[src/rtl/ppu_vram_pkg.sv]
// Shared types and defaults for the PPU video-memory arbiter.
package ppu_vram_pkg;

  localparam int ADDR_W_DEF = 14;
  localparam int DATA_W_DEF = 8;

  typedef enum logic [1:0] {
    ST_IDLE = 2'd0,
    ST_ADDR = 2'd1,
    ST_DATA = 2'd2
  } state_e;

  typedef enum logic [1:0] {
    OWN_BG  = 2'd0,
    OWN_SPR = 2'd1,
    OWN_CPU = 2'd2
  } owner_e;

  // One-hot pulse vector for an owner: bit0 bg, bit1 sprite, bit2 cpu.
  function automatic logic [2:0] owner_onehot(input owner_e owner);
    logic [2:0] vec;
    case (owner)
      OWN_BG:  vec = 3'b001;
      OWN_SPR: vec = 3'b010;
      OWN_CPU: vec = 3'b100;
      default: vec = 3'b000;
    endcase
    return vec;
  endfunction

endpackage

[src/rtl/ppu_vram_arbiter_priority_select.sv]
// Fixed-priority requester picker: bg > sprite while rendering, CPU only otherwise.
module ppu_vram_priority_select
  import ppu_vram_pkg::*;
(
  input  logic       i_rendering,
  input  logic       i_bg_req,
  input  logic       i_spr_req,
  input  logic       i_cpu_req,
  output logic       o_any,
  output logic [2:0] o_onehot,
  output owner_e     o_owner
);

  // Pick at most one winner; fetchers and CPU never compete in the same window.
  always_comb begin
    o_any    = 1'b0;
    o_onehot = 3'b000;
    o_owner  = OWN_BG;
    if (i_rendering) begin
      if (i_bg_req) begin
        o_any    = 1'b1;
        o_onehot = 3'b001;
        o_owner  = OWN_BG;
      end else if (i_spr_req) begin
        o_any    = 1'b1;
        o_onehot = 3'b010;
        o_owner  = OWN_SPR;
      end else begin
        o_any    = 1'b0;
      end
    end else begin
      if (i_cpu_req) begin
        o_any    = 1'b1;
        o_onehot = 3'b100;
        o_owner  = OWN_CPU;
      end else begin
        o_any    = 1'b0;
      end
    end
  end

endmodule

[src/rtl/ppu_vram_arbiter.sv]
// PPU video-memory bus owner: two-phase (address, data) accesses shared between
// background fetcher, sprite fetcher and the CPU data port.
module ppu_vram_arbiter
  import ppu_vram_pkg::*;
#(
  parameter int ADDR_W = ADDR_W_DEF,
  parameter int DATA_W = DATA_W_DEF
) (
  input  logic              i_clk,
  input  logic              i_reset,
  input  logic              i_ce,
  input  logic              i_rendering,
  input  logic              i_bg_req,
  input  logic [ADDR_W-1:0] i_bg_addr,
  output logic              o_bg_gnt,
  output logic              o_bg_valid,
  input  logic              i_spr_req,
  input  logic [ADDR_W-1:0] i_spr_addr,
  output logic              o_spr_gnt,
  output logic              o_spr_valid,
  input  logic              i_cpu_req,
  input  logic              i_cpu_we,
  input  logic [ADDR_W-1:0] i_cpu_addr,
  input  logic [DATA_W-1:0] i_cpu_wdata,
  output logic              o_cpu_gnt,
  output logic              o_cpu_done,
  output logic [DATA_W-1:0] o_rd_data,
  output logic [ADDR_W-1:0] o_video_address,
  output logic              o_video_rd_n,
  output logic              o_video_wr_n,
  output logic [DATA_W-1:0] o_video_data,
  input  logic [DATA_W-1:0] i_vram_data
);

  state_e            state_r,   state_nx_s;
  owner_e            owner_r,   owner_nx_s;
  logic              we_r,      we_nx_s;
  logic [ADDR_W-1:0] addr_r,    addr_nx_s;
  logic [DATA_W-1:0] wdata_r,   wdata_nx_s;
  logic [DATA_W-1:0] rd_data_r, rd_data_nx_s;
  logic              rd_n_r,    rd_n_nx_s;
  logic              wr_n_r,    wr_n_nx_s;
  logic [2:0]        gnt_r,     gnt_nx_s;
  logic [2:0]        done_r,    done_nx_s;
  logic              sel_point_s;
  logic              win_any_s;
  logic [2:0]        win_onehot_s;
  owner_e            win_owner_s;

  ppu_vram_priority_select u_select (
    .i_rendering (i_rendering),
    .i_bg_req    (i_bg_req),
    .i_spr_req   (i_spr_req),
    .i_cpu_req   (i_cpu_req),
    .o_any       (win_any_s),
    .o_onehot    (win_onehot_s),
    .o_owner     (win_owner_s)
  );

  // Next-state: finish the current phase, then start a new access at a selection point.
  always_comb begin
    state_nx_s   = state_r;
    owner_nx_s   = owner_r;
    we_nx_s      = we_r;
    addr_nx_s    = addr_r;
    wdata_nx_s   = wdata_r;
    rd_data_nx_s = rd_data_r;
    rd_n_nx_s    = rd_n_r;
    wr_n_nx_s    = wr_n_r;
    gnt_nx_s     = 3'b000;
    done_nx_s    = 3'b000;
    sel_point_s  = 1'b0;
    case (state_r)
      ST_IDLE: begin
        sel_point_s = 1'b1;
      end
      ST_ADDR: begin
        state_nx_s = ST_DATA;
        rd_n_nx_s  = 1'b1;
        wr_n_nx_s  = 1'b1;
      end
      ST_DATA: begin
        sel_point_s = 1'b1;
        state_nx_s  = ST_IDLE;
        done_nx_s   = owner_onehot(owner_r);
        if (we_r) begin
          rd_data_nx_s = rd_data_r;
        end else begin
          rd_data_nx_s = i_vram_data;
        end
      end
      default: begin
        state_nx_s = ST_IDLE;
        rd_n_nx_s  = 1'b1;
        wr_n_nx_s  = 1'b1;
      end
    endcase

    if (sel_point_s && win_any_s) begin
      state_nx_s = ST_ADDR;
      owner_nx_s = win_owner_s;
      gnt_nx_s   = win_onehot_s;
      case (win_owner_s)
        OWN_BG: begin
          addr_nx_s = i_bg_addr;
          we_nx_s   = 1'b0;
        end
        OWN_SPR: begin
          addr_nx_s = i_spr_addr;
          we_nx_s   = 1'b0;
        end
        OWN_CPU: begin
          addr_nx_s = i_cpu_addr;
          we_nx_s   = i_cpu_we;
          if (i_cpu_we) begin
            wdata_nx_s = i_cpu_wdata;
          end else begin
            wdata_nx_s = wdata_r;
          end
        end
        default: begin
          addr_nx_s = addr_r;
          we_nx_s   = 1'b0;
        end
      endcase
      // Exactly one strobe goes low for the address phase.
      rd_n_nx_s = we_nx_s;
      wr_n_nx_s = ~we_nx_s;
    end else begin
      gnt_nx_s = 3'b000;
    end
  end

  // State and output registers; everything freezes while i_ce is low.
  always_ff @(posedge i_clk) begin
    if (i_reset) begin
      state_r   <= ST_IDLE;
      owner_r   <= OWN_BG;
      we_r      <= 1'b0;
      addr_r    <= {ADDR_W{1'b0}};
      wdata_r   <= {DATA_W{1'b0}};
      rd_data_r <= {DATA_W{1'b0}};
      rd_n_r    <= 1'b1;
      wr_n_r    <= 1'b1;
      gnt_r     <= 3'b000;
      done_r    <= 3'b000;
    end else if (i_ce) begin
      state_r   <= state_nx_s;
      owner_r   <= owner_nx_s;
      we_r      <= we_nx_s;
      addr_r    <= addr_nx_s;
      wdata_r   <= wdata_nx_s;
      rd_data_r <= rd_data_nx_s;
      rd_n_r    <= rd_n_nx_s;
      wr_n_r    <= wr_n_nx_s;
      gnt_r     <= gnt_nx_s;
      done_r    <= done_nx_s;
    end
  end

  assign o_bg_gnt        = gnt_r[0];
  assign o_spr_gnt       = gnt_r[1];
  assign o_cpu_gnt       = gnt_r[2];
  assign o_bg_valid      = done_r[0];
  assign o_spr_valid     = done_r[1];
  assign o_cpu_done      = done_r[2];
  assign o_rd_data       = rd_data_r;
  assign o_video_address = addr_r;
  assign o_video_rd_n    = rd_n_r;
  assign o_video_wr_n    = wr_n_r;
  assign o_video_data    = wdata_r;

endmodule

[config.mk]
export PLATFORM = sky130hd
export DESIGN_NAME = ppu_vram_arbiter
export DESIGN_NICKNAME = d
export VERILOG_FILES = /design/src/rtl/ppu_vram_pkg.sv /design/src/rtl/ppu_vram_arbiter_priority_select.sv /design/src/rtl/ppu_vram_arbiter.sv
export SDC_FILE = /design/constraint.sdc
export NUM_CORES = 1
export LEC_CHECK = 0
export CORE_ASPECT_RATIO = 0.5
export CORE_MARGIN = 5
export CORE_UTILIZATION = 25
export CTS_CLUSTER_SIZE = 40
export DETAILED_ROUTE_END_ITERATION = 10
export HOLD_SLACK_MARGIN = 0.15
export PLACE_DENSITY_LB_ADDON = 0.2
export SLEW_MARGIN = 20
export SYNTH_ARGS = -nofsm -noshare
export SYNTH_HDL_FRONTEND = slang
export SYNTH_SLANG_ARGS = --single-unit
[constraint.sdc]
create_clock -name i_clk -period 3 [get_ports i_clk]
set_input_delay 0.45 -clock i_clk [delete_from_list [all_inputs] [get_ports i_clk]]
set_output_delay 0.45 -clock i_clk [all_outputs]
set_load 0.02 [all_outputs]
# Yosys cells after proc, flatten, opt, wreduce, memory -nomap -nowiden
# Index checks and enable logic that the tools add are counted.
[op_classes] n_addsub=0 multipliers=0 div=0 n_lt_le_gt_ge=0 n_eq_ne=8 shifts=0 mux=24 bitwise=2 reduce_logical=12
[op_table] operator="one-hot mux 14 bit (3 select lines)" n=1
[op_table] operator="2-to-1 mux 3 bit" n=5
[op_table] operator="2-to-1 mux 1 bit" n=11
[op_table] operator="2-to-1 mux 2 bit" n=5
[op_table] operator="one-hot mux 3 bit (3 select lines)" n=1
[op_table] operator="equality test 2 x 1 -> 1 bit (second input constant)" n=3
[op_table] operator="equality test 2 bit (second input constant)" n=3
[op_table] operator="logical NOT 2 bit" n=3
[op_table] operator="AND reduction 2 bit" n=3
[op_table] operator="AND reduction 3 bit" n=2
[op_table] operator="one-hot mux 2 bit (2 select lines)" n=1
[op_table] operator="AND reduction 4 bit" n=1
[op_table] operator="nonzero test 3 bit" n=1
[op_table] operator="!= test 2 x 1 -> 1 bit (second input constant)" n=1
[op_table] operator="!= test 2 bit (second input constant)" n=1
[op_table] operator="inverter 1 bit" n=2
[op_table] operator="OR reduction 2 bit" n=1
[op_table] operator="logical AND 1 bit" n=1
[word_totals] reg_bits=43 latchBits=0 ram_bits=0 rom_bits=0 inputBits=66 output_inout_bits=38 word_cells=56 mem_count=0

# Depth between registers and ports, before layout
[logic_depth] depth_word=8 mapped_depth=5 ltp_nobuf=3

# By module
# From an unflattened synthesis, not the netlist that was laid out.
[hier_totals] cells_unflattened=214 area_unflattened_um2=1970.6
[modules_own_cells] mod="ppu_vram_arbiter" n_inst=1 cells_each=206 area_per_inst_um2=1920.6 seq_area_each_um2=860.8
[modules_own_cells] mod="ppu_vram_priority_select" n_inst=1 cells_each=8 area_per_inst_um2=50.0 seq_area_each_um2=0.0

# Worst setup path after synthesis
# No wires, ideal clock.
[synth_path] path_kind="input-to-reg" start="in i_cpu_req" end="reg addr_r[2], in the netlist o_video_address[2]" setup_time_ps=138 arrival_ps=1322 t_required_ps=2862 path_slack_ps=1540 path_stages=5 n_path_buf=2 path_cell_list="buf_2 -> or2_2 -> buf_2 -> a31oi_1 -> a311oi_2"
[synth_between] elab_chain_cells=5 elab_cells_between_ends=11 classes_between="2 x eq/ne; 5 x mux; 4 x reduce/logical"
[synth_rtl] item="start, declared" line="ppu_vram_arbiter.sv:21" source="input logic i_cpu_req,"
[synth_rtl] item="2-to-1 mux 2 bit" line="ppu_vram_arbiter_priority_select.sv:32" source="if (i_cpu_req) begin"
[synth_rtl] item="2-to-1 mux 2 bit" line="ppu_vram_arbiter_priority_select.sv:19" source="if (i_rendering) begin"
[synth_rtl] item="equality test 2 bit (tied with other cells)" line="ppu_vram_arbiter.sv:103" source="case (win_owner_s)"
[synth_rtl] item="nonzero test 3 bit (no line)"
[synth_rtl] item="AND reduction 3 bit (no line)"
[synth_rtl] item="end signal, assigned" line="ppu_vram_arbiter.sv:140" source="addr_r <= {ADDR_W{1'b0}};"
[synth_rtl] item="end signal, assigned" line="ppu_vram_arbiter.sv:151" source="addr_r <= addr_nx_s;"
[synth_rtl] item="end, declared" line="ppu_vram_arbiter.sv:38" source="logic [ADDR_W-1:0] addr_r, addr_nx_s;"
# Several ways; a longest one is shown, not always the timed one.
# A chain may end at the register's enable or synchronous reset.

# Worst setup path after layout
[layout_path] start="in i_rendering" end="reg addr_r[3], in the netlist o_video_address[3]"
[layout_between] elab_chain_cells=4 elab_cells_between_ends=9 classes_between="2 x eq/ne; 3 x mux; 4 x reduce/logical"
[layout_rtl] item="start, declared" line="ppu_vram_arbiter.sv:12" source="input logic i_rendering,"
[layout_rtl] item="2-to-1 mux 2 bit" line="ppu_vram_arbiter_priority_select.sv:19"
[layout_rtl] item="equality test 2 bit (tied with other cells)" line="ppu_vram_arbiter.sv:103"
[layout_rtl] item="nonzero test 3 bit (no line)"
[layout_rtl] item="AND reduction 3 bit (no line)"
# Several ways; a longest one is shown, not always the timed one.

==> impl_metrics.env <==
export IMPL_outcome="completed"
export IMPL_finalCritPeriodShare_pct=72.6
export IMPL_synth_compound_area_share_pct=25.4
export IMPL_synth_edf_count=0
export IMPL_vias_per_cell=4.95
export IMPL_drcViolationCount=0
export IMPL_synthDistinctLibCells=39
export IMPL_final_common_cell="clkdlybuf4s50_1"
export IMPL_hold_buffers=0
export IMPL_place_congestion=0.743
export IMPL_first_global_vias=2266
export IMPL_clkSlewWorstSetupHoldPaths_ns=0.06
export IMPL_design_area_mm2=0.00333
export IMPL_ys_flop_type="dfxtp_1"
export IMPL_cts_sinks=43
export IMPL_slew_limit_headroom_pct=52.7
export IMPL_ios=104
export IMPL_seq_area_frac_synth_pct=41.8
export IMPL_cp_max_fo=21
export IMPL_crit_type="in -> reg"
export IMPL_fin_ws_ns=0.823
export IMPL_critPathLaunchType="primary input"
export IMPL_cp_arrival_ns=2.38
export IMPL_critical_path_startpoint="i_rendering"
export IMPL_insertion_delay_ns=0.29
export IMPL_syn_avg_cell_area_um2=9.41
export IMPL_dp_hpwl_um=5190
export IMPL_htree_levels=2
export IMPL_tightest_slew_ns=0.707
export IMPL_maxCapViolCount=0
export IMPL_reg2reg_from="state_r[0]$_SDFFE_PP0P_"
export IMPL_grt_usage_pct=13.8
export IMPL_worst_ep_required_time_ns=3.20
export IMPL_syn_area_mm2=0.00206
export IMPL_drtIter0Drc=121
export IMPL_crit_chain="clkdlybuf4s50_1, buf_4, nor2b_1, buf_4, a32oi_1, a311oi_2"
export IMPL_drtPass1Iterations=4
export IMPL_synth_top_family_by_area="compound AO/OA/AOI/OAI gates"
export IMPL_reg2reg_slack_ns=1.26
export IMPL_antenna_cells=0
export IMPL_start_util_pct=25.8
export IMPL_core_area_mm2=0.00800
export IMPL_min_path_type="reg -> reg"
export IMPL_period_minus_slack_ns=2.18
export IMPL_synth_xor_area_share_pct=0
export IMPL_setup_viol=0
export IMPL_p_leak_uw=0.00111
export IMPL_max_freq_mhz=459
export IMPL_cp_slowest_cell="clkdlybuf4s50_1"
export IMPL_postCtsResizedCells=0
export IMPL_holdCritStartpoint="done_r[2]$_SDFFE_PP0P_"
export IMPL_fp_dieW_um=138
export IMPL_grt_max_degree=37
export IMPL_final_cell_mix="clkdlybuf4s50_1 (103), dfxtp_1 (43), nand3_1 (19)"
export IMPL_rows=23
export IMPL_synth_cells=219
export IMPL_postCtsSetupBuffers=0
export IMPL_nNetsFinal=381
export IMPL_grt_pass1_wl_um=11400
export IMPL_hold_violations=0
export IMPL_fin_worst_hold_slack_ns=0.463
export IMPL_powerDensity_mw_per_mm2=462
export IMPL_clockBufferDepth=2
export IMPL_cpPeakStageDelay_ns=0.65
export IMPL_peakVddDrop_uv=235
export IMPL_cts_tree="built"
export IMPL_cts_buffers=5
export IMPL_ys_ff_latch=43
export IMPL_post_synth_mux_area_share_pct=6.07
export IMPL_via_count=2118
export IMPL_drtAntennaViolNets=0
export IMPL_synth_simple_area_share_pct=20.4
export IMPL_die_area_mm2=0.0103
export IMPL_synth_fp_nets=285
export IMPL_synthArstFlopShare_pct=0
export IMPL_finalSetupTns_ns=0
export IMPL_rsz0062_at_grt="no"
export IMPL_finClkSkew_ns=0.00567
export IMPL_cpMostUsedCell="buf_4"
export IMPL_wire_per_inst_um=16.2
export IMPL_overflow=0
export IMPL_die_h_um=74.2
export IMPL_root_buffer="clkbuf_16"
export IMPL_drive_gt1_share_pct=9.81
export IMPL_drv_slew=0
export IMPL_wl_um=6930
export IMPL_port_buffers=103
export IMPL_cp_end_kind="flop"
export IMPL_dpl_cell_area_mm2=0.00316
export IMPL_areaGrowthSynthToFinish_pct=61.7
export IMPL_antenna_found_initial=0
export IMPL_pre_cts_ws_ns=0.515
export IMPL_ys_warn_count=0
export IMPL_synth_adder_area_share_pct=0
-- synth_stat cells, types with 5 or more instances --
| master | count | area share [%] |
|---|---|---|
| a311oi_1 | 5 | 2.1 |
| nand3_1 | 19 | 4.6 |
| clkbuf_1 | 5 | 0.91 |
| dfxtp_1 | 43 | 42 |
| a21oi_1 | 17 | 4.1 |
| o21ai_0 | 10 | 2.4 |
| nor2_1 | 10 | 1.8 |
| a32oi_1 | 11 | 4.7 |
| o22ai_1 | 5 | 1.5 |
| mux2i_1 | 8 | 3.9 |
| nand2_1 | 12 | 2.2 |
| nand2b_1 | 5 | 1.5 |
| a311oi_2 | 5 | 3.6 |
| a31oi_1 | 10 | 3.0 |
| buf_2 | 8 | 1.9 |
-- metrics by stage --
stage	util [%]	cells	power (µW)
CTS	41.6	428	1560
floorplan	-	219	775
finish	41.6	428	1540
detailed placement	39.5	420	938
global route	41.6	428	1620
global placement	39.5	420	932
-- state kept, by name, summed over array words and instances (netlist names), 2 cells and up --
name and cells:
o_video_data 8, owner_r 2, o_video_address 14, gnt_r 3, done_r 3, o_rd_data 8
state_r 2
-- layer usage --
| layer | track usage [%] | vias up | wire [µm] |
|---|---|---|---|
| met3 | 3.79 | 9 | 402 |
| met1 | 16.2 | 1009 | 2950 |
| met5 | 0 | - | 0 |
| met2 | 24.7 | 61 | 3460 |
| li1 | - | 1039 | - |
| met4 | 4.93 | 0 | 119 |
-- power breakdown --
group          switching (µW)  internal, µW  leakage (µW)
Clock                     224           392     0.0000838
Combinational             144           166      0.000676
Sequential               16.9           597      0.000350
-- area by class of cell --
class,count,area (µm²)
fill,809,4670
multi-input combinational,154,1080
timing repair buffer,109,1080
sequential,43,861
tap,112,140
clock buffer,5,125
clock inverter,3,43.8
inverter,2,7.51
-- critical path, delay by kind of cell --
kind                   cells  cell delay, ns
AOI/OAI and AO/OA          2            0.37
and+or+nand+nor            1            0.35
buffers and inverters      3            1.20
-- path summary, 6_finish.rpt --
kind / cells after the start / endpoint
max: 6 / o_video_address[3]$_SDFFE_PP0P_
min: 2 / done_r[2]$_SDFFE_PP0P_
max reg2reg: 3 / o_video_address[3]$_SDFFE_PP0P_
min reg2reg: 2 / done_r[2]$_SDFFE_PP0P_
-- cell families after synthesis --
family	Yosys count
simple gates	69
flops	43
mux	12
compound gates	73
buf+inv	22
No activity file was read; power rests on OpenSTA's default activity.
